<file path="src/rtl/mhbf_cfg_loader.sv">
// Loads a host-written half-band filter configuration image into local RAM and streams it to the
// filter chain controller over the isConfig/ACK/Done handshake. Optional checksum gate: MHBF_CFG_CKSUM_EN.
module mhbf_cfg_loader #(
    parameter int NMHBF_MAX        = 5,
    parameter int COEFF_WIDTH      = 24,
    parameter int FILTER_MAX_ORDER = 32,
    parameter int ADDR_WIDTH       = 8,
    parameter int TIMEOUT_CYC      = 1023
) (
    input  logic                   CLK,
    input  logic                   nRST,
    input  logic                   Host_Wr_En,
    input  logic [ADDR_WIDTH-1:0]  Host_Wr_Addr,
    input  logic [COEFF_WIDTH-1:0] Host_Wr_Data,
    input  logic                   Host_Start,
    input  logic [COEFF_WIDTH-1:0] Host_Cksum_In,
    output logic                   Busy_Out,
    output logic                   Done_Out,
    output logic                   Err_Out,
    output logic [1:0]             Err_Code_Out,
    output logic                   isConfig_Out,
    output logic [COEFF_WIDTH-1:0] Data_Config_Out,
    input  logic                   isConfigACK_In,
    input  logic                   isConfigDone_In
);

    localparam int CFG_LEN = 1 + (FILTER_MAX_ORDER + 3) * NMHBF_MAX;
    localparam int RAM_AW  = $clog2(CFG_LEN);
    localparam int IDX_W   = $clog2(CFG_LEN + 1);

    typedef enum logic [2:0] {
        ST_IDLE,
`ifdef MHBF_CFG_CKSUM_EN
        ST_CKSUM,
`endif
        ST_REQ,
        ST_STREAM,
        ST_WAIT_DONE
    } state_t;

    state_t                 state_q, state_d;
    logic [IDX_W-1:0]       idx_q, idx_d;
    logic [9:0]             tmr_q, tmr_d;
    logic                   busy_q, busy_d;
    logic                   done_q, done_d;
    logic                   err_q, err_d;
    logic [1:0]             code_q, code_d;
    logic                   cfg_q, cfg_d;
    logic [COEFF_WIDTH-1:0] data_q, data_d;
    logic                   ram_we;
    logic [COEFF_WIDTH-1:0] ram_q [CFG_LEN];

`ifdef MHBF_CFG_CKSUM_EN
    logic [COEFF_WIDTH-1:0] sum_q, sum_d, sum_next;
`else
    logic cksum_unused;
    assign cksum_unused = ^Host_Cksum_In;
`endif

    always_comb begin
        state_d = state_q;
        idx_d   = idx_q;
        tmr_d   = tmr_q;
        busy_d  = busy_q;
        done_d  = 1'b0;
        err_d   = err_q;
        code_d  = code_q;
        cfg_d   = cfg_q;
        data_d  = data_q;
        ram_we  = 1'b0;
`ifdef MHBF_CFG_CKSUM_EN
        sum_d    = sum_q;
        sum_next = sum_q + ram_q[RAM_AW'(idx_q)];
`endif
        case (state_q)
            ST_IDLE: begin
                tmr_d = '0;
                // A start wins over a simultaneous host write.
                if (Host_Start) begin
                    busy_d = 1'b1;
                    err_d  = 1'b0;
                    code_d = 2'b00;
                    idx_d  = '0;
`ifdef MHBF_CFG_CKSUM_EN
                    sum_d   = '0;
                    state_d = ST_CKSUM;
`else
                    cfg_d   = 1'b1;
                    data_d  = ram_q[0];
                    state_d = ST_REQ;
`endif
                end else if (Host_Wr_En && (int'(Host_Wr_Addr) < CFG_LEN)) begin
                    ram_we = 1'b1;
                end
            end
`ifdef MHBF_CFG_CKSUM_EN
            ST_CKSUM: begin
                if (idx_q == IDX_W'(CFG_LEN - 1)) begin
                    idx_d = '0;
                    tmr_d = '0;
                    if (sum_next == Host_Cksum_In) begin
                        cfg_d   = 1'b1;
                        data_d  = ram_q[0];
                        state_d = ST_REQ;
                    end else begin
                        busy_d  = 1'b0;
                        err_d   = 1'b1;
                        code_d  = 2'b11;
                        state_d = ST_IDLE;
                    end
                end else begin
                    sum_d = sum_next;
                    idx_d = idx_q + IDX_W'(1);
                end
            end
`endif
            ST_REQ: begin
                if (isConfigACK_In) begin
                    cfg_d   = 1'b0;
                    data_d  = ram_q[1];
                    idx_d   = IDX_W'(1);
                    tmr_d   = '0;
                    state_d = ST_STREAM;
                end else if (tmr_q == 10'(TIMEOUT_CYC)) begin
                    cfg_d   = 1'b0;
                    busy_d  = 1'b0;
                    err_d   = 1'b1;
                    code_d  = 2'b01;
                    data_d  = '0;
                    tmr_d   = '0;
                    state_d = ST_IDLE;
                end else begin
                    tmr_d = tmr_q + 10'd1;
                end
            end
            ST_STREAM: begin
                // The timer measures consecutive stalled cycles, so it restarts on every accepted word.
                if (isConfigACK_In) begin
                    tmr_d = '0;
                    if (idx_q == IDX_W'(CFG_LEN - 1)) begin
                        data_d  = '0;
                        idx_d   = IDX_W'(CFG_LEN);
                        state_d = ST_WAIT_DONE;
                    end else begin
                        data_d = ram_q[RAM_AW'(idx_q + IDX_W'(1))];
                        idx_d  = idx_q + IDX_W'(1);
                    end
                end else if (tmr_q == 10'(TIMEOUT_CYC)) begin
                    busy_d  = 1'b0;
                    err_d   = 1'b1;
                    code_d  = 2'b01;
                    data_d  = '0;
                    tmr_d   = '0;
                    state_d = ST_IDLE;
                end else begin
                    tmr_d = tmr_q + 10'd1;
                end
            end
            ST_WAIT_DONE: begin
                if (isConfigDone_In) begin
                    done_d  = 1'b1;
                    busy_d  = 1'b0;
                    tmr_d   = '0;
                    state_d = ST_IDLE;
                end else if (tmr_q == 10'(TIMEOUT_CYC)) begin
                    busy_d  = 1'b0;
                    err_d   = 1'b1;
                    code_d  = 2'b10;
                    tmr_d   = '0;
                    state_d = ST_IDLE;
                end else begin
                    tmr_d = tmr_q + 10'd1;
                end
            end
            default: state_d = ST_IDLE;
        endcase
    end

    always_ff @(posedge CLK) begin
        if (!nRST) begin
            state_q <= ST_IDLE;
            idx_q   <= '0;
            tmr_q   <= '0;
            busy_q  <= 1'b0;
            done_q  <= 1'b0;
            err_q   <= 1'b0;
            code_q  <= 2'b00;
            cfg_q   <= 1'b0;
            data_q  <= '0;
`ifdef MHBF_CFG_CKSUM_EN
            sum_q   <= '0;
`endif
        end else begin
            state_q <= state_d;
            idx_q   <= idx_d;
            tmr_q   <= tmr_d;
            busy_q  <= busy_d;
            done_q  <= done_d;
            err_q   <= err_d;
            code_q  <= code_d;
            cfg_q   <= cfg_d;
            data_q  <= data_d;
`ifdef MHBF_CFG_CKSUM_EN
            sum_q   <= sum_d;
`endif
        end
    end

    // Image RAM keeps its contents through reset.
    always_ff @(posedge CLK) begin
        if (ram_we && nRST) begin
            ram_q[RAM_AW'(Host_Wr_Addr)] <= Host_Wr_Data;
        end
    end

    assign Busy_Out        = busy_q;
    assign Done_Out        = done_q;
    assign Err_Out         = err_q;
    assign Err_Code_Out    = code_q;
    assign isConfig_Out    = cfg_q;
    assign Data_Config_Out = data_q;

endmodule
</file>
<file path="config.mk">
export PLATFORM = sky130hd
export DESIGN_NAME = mhbf_cfg_loader
export DESIGN_NICKNAME = d
export VERILOG_FILES = /design/src/rtl/mhbf_cfg_loader.sv
export SDC_FILE = /design/constraint.sdc
export NUM_CORES = 2
export LEC_CHECK = 0
export ABC_AREA = 1
export BUFFER_PORTS_ARGS = -buffer_cell sky130_fd_sc_hd__buf_4
export CAP_MARGIN = 20
export CORE_MARGIN = 8
export CORE_UTILIZATION = 42
export DETAILED_ROUTE_END_ITERATION = 8
export PLACE_DENSITY = 0.6
export SKIP_LAST_GASP = 1
export SYNTH_ARGS = -nofsm -noshare
export SYNTH_HDL_FRONTEND = slang
export SYNTH_MEMORY_MAX_BITS = 65536
export SYNTH_SLANG_ARGS = --single-unit
</file>
<file path="constraint.sdc">
create_clock -name CLK -period 3.9 [get_ports CLK]
set_input_delay 0.195 -clock CLK [delete_from_list [all_inputs] [get_ports CLK]]
set_output_delay 0.195 -clock CLK [all_outputs]
set_load 0.01 [all_outputs]
</file>
After elaboration in Yosys (flattened, before gate mapping)
Memories as Yosys holds them, arrays and structs flattened.
Cells that the tools add are included.
- RAM bits: 4224
- register bits after elaboration: 51
- memories kept: 1
- input port bits: 62
- bits in latches: 0
- output and inout port bits: 30
- memory bits (read-only): 0
- memories (memory ; words ; width ; rd ports ; clocked after memory_dff ; write ports ; line ; RTL):
    ram_q ; 176 ; 24 ; 3 ; 0 ; 1 ; 51 ; logic [COEFF_WIDTH-1:0] ram_q [CFG_LEN];
- $add $sub $neg: 2
- bitwise logic cells: 0
- eq/ne operators: 14
- muxes and demuxes: 47
- div/mod/pow operators: 0
- reduce and logical (&&, ||, !) cells: 15
- $lt $le $gt $ge: 1
- shift-type cells: 0
- multiply operators: 0
- operators with widths (kind ; number):
    two-way mux 24 bit ; 5
    case mux 24 bit (3 select lines) ; 1
    two-way mux 8 bit ; 4
    two-way mux 10 bit ; 3
    case mux 10 bit (3 select lines) ; 1
    case mux 8 bit (3 select lines) ; 1
    two-way mux 3 bit ; 6
    two-way mux 1 bit ; 16
    inequality test 2 bit (second input constant) ; 6
    case mux 3 bit (4 select lines) ; 1
    adder 10 x 1 -> 10 bit (second input constant) ; 1
    equality test 10 bit (second input constant) ; 1
    two-way mux 2 bit ; 5
    adder 8 x 1 -> 8 bit (second input constant) ; 1
    equality test 8 bit (second input constant) ; 1
    less-than comparator 8 bit (second input constant) ; 1
    AND reduction 4 bit ; 2
    equality test 3 x 2 -> 1 bit (second input constant) ; 2
    inequality test 3 bit (second input constant) ; 2
    case mux 1 bit (3 select lines) ; 2
    case mux 2 bit (3 select lines) ; 1
    AND reduction 2 bit ; 3
    AND reduction 3 bit ; 2
    AND reduction 6 bit ; 1
    8 further kinds ; 10

Logic depth before layout (Yosys ltp)
- word-level depth: 8
- depth in mapped cells: 18
- mapped depth without buffers: 15

Worst setup path after synthesis
Ideal clock, no wire load.
- kind: register -> register
- start: reg state_q[2]
- end: mem ram_q[148][0] (enable)
- stages on the path, launching flop included: 10
- path slack: 880 ps
- clock period less this slack: 3020 ps
- arrival: 2615 ps
- library setup time: 405 ps
- data required time: 3495 ps
- path through: dfxtp_1 -> buf_2 -> nor2_2 -> nand2_1 -> nor2_1 -> nand4_1 -> nor3_1 -> nand2_1 -> buf_2 -> nor2_1
- word-level cells in the longest chain between the ends: 5
- ends and longest elaborated chain (item ; line ; RTL):
    from (decl) ; 41 ; state_t state_q, state_d;
    from (signal assigned) ; 194 ; state_q <= state_d;
    zero test 3 bit ; 75 ; case (state_q)
    two-way mux 1 bit ; 75 ;
    logical AND 1 bit ; 211 ; if (ram_we && nRST) begin
    two-way mux 1 bit ; 211 ;
    two-way mux 1 bit (implied by the code) ; 212 ; ram_q[RAM_AW'(Host_Wr_Addr)] <= Host_Wr_Data;
    to (decl) ; 51 ;
No other way between the ends.

Worst setup path after layout
- start: reg idx_q[1]
- end: reg data_q[7] (netlist: Data_Config_Out[7])
- word-level cells in the longest chain between the ends: 5
- elaborated cells on any way between the ends: 6
- classes of those cells: add/sub: 1; eq/ne: 1; mux: 3; memory: 1
- ends and longest elaborated chain (item ; line ; RTL):
    from (decl) ; 42 ; logic [IDX_W-1:0] idx_q, idx_d;
    from (signal assigned) ; 195 ; idx_q <= idx_d;
    adder 8 x 1 -> 8 bit ; 145 ; data_d = ram_q[RAM_AW'(idx_q + IDX_W'(1))];
    memory (176 x 24 bit) ; n/a ;
    two-way mux 24 bit * ; 140 ; if (idx_q == IDX_W'(CFG_LEN - 1)) begin
    two-way mux 24 bit * ; 138 ; if (isConfigACK_In) begin
    case mux 24 bit (3 select lines) * ; 75 ;
    to (signal assigned) ; 202 ; data_q <= data_d;
    to (decl) ; 49 ; logic [COEFF_WIDTH-1:0] data_q, data_d;
Every way passes the cells marked *; elsewhere a longest branch is shown, timed or not.
A chain may end at the register's enable or synchronous reset.

==> summary.md <==
| Metric | Value |
|---|---|
| Final setup TNS | 0 ns |
| Cell taking the most area after synthesis | edfxtp_1 |
| PwrDens | 502 mW/mm2 |
| Hold Crit Class | in -> reg |
| Total clock sinks | 4275 |
| Commonest non-fill, non-tap cells in the layout | edfxtp_1, nand2_1, nand3_1 |
| Critical Path AT | 4.62 ns |
| Remaining antenna violation count | 0 |
| Hold_sp | Host_Wr_Addr[7] |
| Rows | 235 |
| WS Path Type | reg -> reg |
| Post-synthesis instance total | 14100 |
| Status | complete, no violations |
| Slew Limit Headroom | 21.3% |
| Number of global-route vias before repair | 106000 |
| Die area | 0.431 mm2 |
| Slew @ Worst Pin | 1.18 ns |
| CP dominant cell by count | nand3_1 |
| EDFF count, synth | 4224 |
| Fin. max-slew vios | 0 |
| Distinct cell type count after synthesis | 41 |
| Worst Skew | 0.0695 ns |
| Max Root-Sink Buffers | 4 |
| Drt total wl | 510 mm |
| Root Buffer | clkbuf_16 |
| CP max-delay cell | nand3_1 |
| Vias | 113000 |
| Post-synthesis cell area | 0.172 mm2 |
| DR vias/cell | 5.65 |
| Final setup viols | 0 |
| Core ar. | 0.409 mm2 |
| DIE WIDTH | 656 um |
| Tmin final | 3.75 ns |
| Largest stage delay, worst path | 0.47 ns |
| Period utilization | 96.1% |
| Critical Path RT | 4.77 ns |
| Share of the synthesized area in the top cell type | 73.6% |
| Per-cell routed wire length | 25.4 um |
| Reg-to-Reg Start | idx_q[1] |
| Synth Flop Type | edfxtp_1 |
| Height of the die | 656 um |
| Starting Density | 42.1% |
| FF+latch count, synth | 4275 |
| Port Buffers | 67 |
| Syn Area/Cell | 12.2 um2 |
| Max VDD drop | 0.000442 V |
| Hold Violations, Final | 0 |
| Setup crit start | idx_q[1] |
| Register area share after synthesis | 74.2% |
| Hpwl dp | 293 mm |
| CTS buffer count | 432 |
| FILL cells | 35400 |
| GR Util All Layers | 22.8% |
| Share of flip-flops with an asynchronous set or reset | 0% |
| First DRT Iteration DRCs | 14600 |
| CTS tree | built |
| Largest net degree at the start of global routing | 151 |
| Area contributors post-synth | edfxtp_1, nand3_1, nand2_1 |
| CP Max Fanout | 36 |
| RSZ-0062 raised after global routing | no |
| DR pass1 iterations | 6 |
| Initial antenna violation count | 29 |
| First-pass GRT wire length | 740 mm |
| Synth warn | 0 |
| Crit path capture type | register |
| Reg area | 0.128 mm2 |
| Leak | 66.6 nW |
| CP Launch Type | register |
| Setup Fix Bufs, Post-CTS | 0 |
| Area growth from synthesis to layout | 13.4% |
| H-tree levels | 5 |
| Core Util, Final | 47.8% |
| Mapped Nets | 14100 |
| Max Cap Viol | 0 |
| IO Count | 92 |
| CP cell instances | ha_4, inv_8, buf_12, buf_12, buf_4, nand3_1, nand3_1, nand3_1, nand3_1, nand3_1, nand3_1, nand3_1, nand2_1, a21oi_1 |
| GP Congestion | 0.925 |
| Clock transition at the registers of the reported paths | 0.06 ns |
| GR Overflow Total | 0 |
| Clk Latency, worst-skew pair | 1.00 ns |
| Share of cells above drive strength 1 | 10.1% |
| Tot Pwr | 98.1 mW |
| Multi-input gate area | 0.0394 mm2 |
| NumNets Final | 14300 |
| Commonest non-fill, non-tap cell in the layout | edfxtp_1 |
| F_max | 267 MHz |
| # DRC | 0 |
-- through the flow --
step,hold WS [ns],worst slack (ns),area (um2),std cells
after CTS,0.0213,0.355,195000,20100
after floorplan,0.294,0.880,172000,14100
after detailed placement,0.469,0.374,181000,19200
after global routing,0.0782,0.0763,195000,20100
final,0.0936,0.151,195000,20100
after global placement,0.458,0.376,181000,19200
-- cells in the mapped netlist, types with 2 or more instances --
library cell	instances
edfxtp_1	4224
nand2_1	3536
nand3_1	3270
nor2_1	792
o21ai_0	606
buf_2	522
clkbuf_1	227
o22ai_1	181
buf_4	165
a21oi_1	157
inv_1	93
o21ai_1	67
dfxtp_1	51
o211ai_1	49
buf_6	36
buf_1	28
o221ai_1	24
inv_2	9
nand4_1	9
clkinv_1	4
nor2_2	4
xor2_1	4
nand2_2	3
nor3_1	3
a31oi_1	2
ha_1	2
nor4_1	2
-- layer usage --
layer	global-route usage [%]	share of wire, %
met5	0	0.011
met4	9.44	4.4
met3	4.53	9.6
met2	35.0	45
met1	31.8	41
-- flip-flops by register name (all words and copies together) (netlist names), 2 cells and up --
name	count
ram_q	4224
Err_Code_Out	2
tmr_q	10
idx_q	8
state_q	3
Data_Config_Out	24
-- where the power goes --
part           internal (mW)  switching, mW  total (mW)
clock                   22.5           17.7        40.2
sequential              50.5         0.0743        50.6
combinational           1.96           5.37        7.33
-- worst paths after layout --
path	cells past startpoint	end	slack, ns
max reg2reg	14	Data_Config_Out[7]	0.15
min reg2reg	2	tmr_q[4]	0.48
max	14	Data_Config_Out[7]	0.15
min	5	ram_q[109][11]	0.09
-- final cells by class --
type                            count  area share (%)
Tap cell                         5451            3.49
Inverter                          107           0.225
Antenna cell                        9          0.0115
Clock inverter                    267            1.21
Timing Repair Buffer              697            3.74
Sequential cell                  4275            65.4
Multi-Input combinational cell   8724            20.1
Clock buffer                      530            5.75
-- repair_timing --
item,in CTS,in global routing
hold buffers,30,0
endpoints found under the hold margin,2346,0
gates resized for setup,0,1
setup endpoints to repair,0,1
-- cells by family (layout without fill, tap and decap cells) --
logic type / after synthesis / after routing / synth area share, %
adders and majority gates: 2 / 2 / 0.0145
buffers and inverters: 1085 / 1601 / 3.26
DFF: 4275 / 4275 / 74.2
and+or+nand+nor: 7623 / 7623 / 19.0
xor gates and xnor gates: 6 / 6 / 0.0349
AOI/OAI and AO/OA: 1092 / 1092 / 3.44
other: 1 / 10 / 0.00218
-- worst max-delay path: cells and delay by family, from the launching register on --
family	cells	cell delay, ns
AOI/OAI and AO/OA	1	0.07
adders and majority gates	1	0.31
buffers and inverters	4	1.15
DFF	1	0.43
and+or+nand+nor	8	1.58
Power figures use the tool's default switching activity.
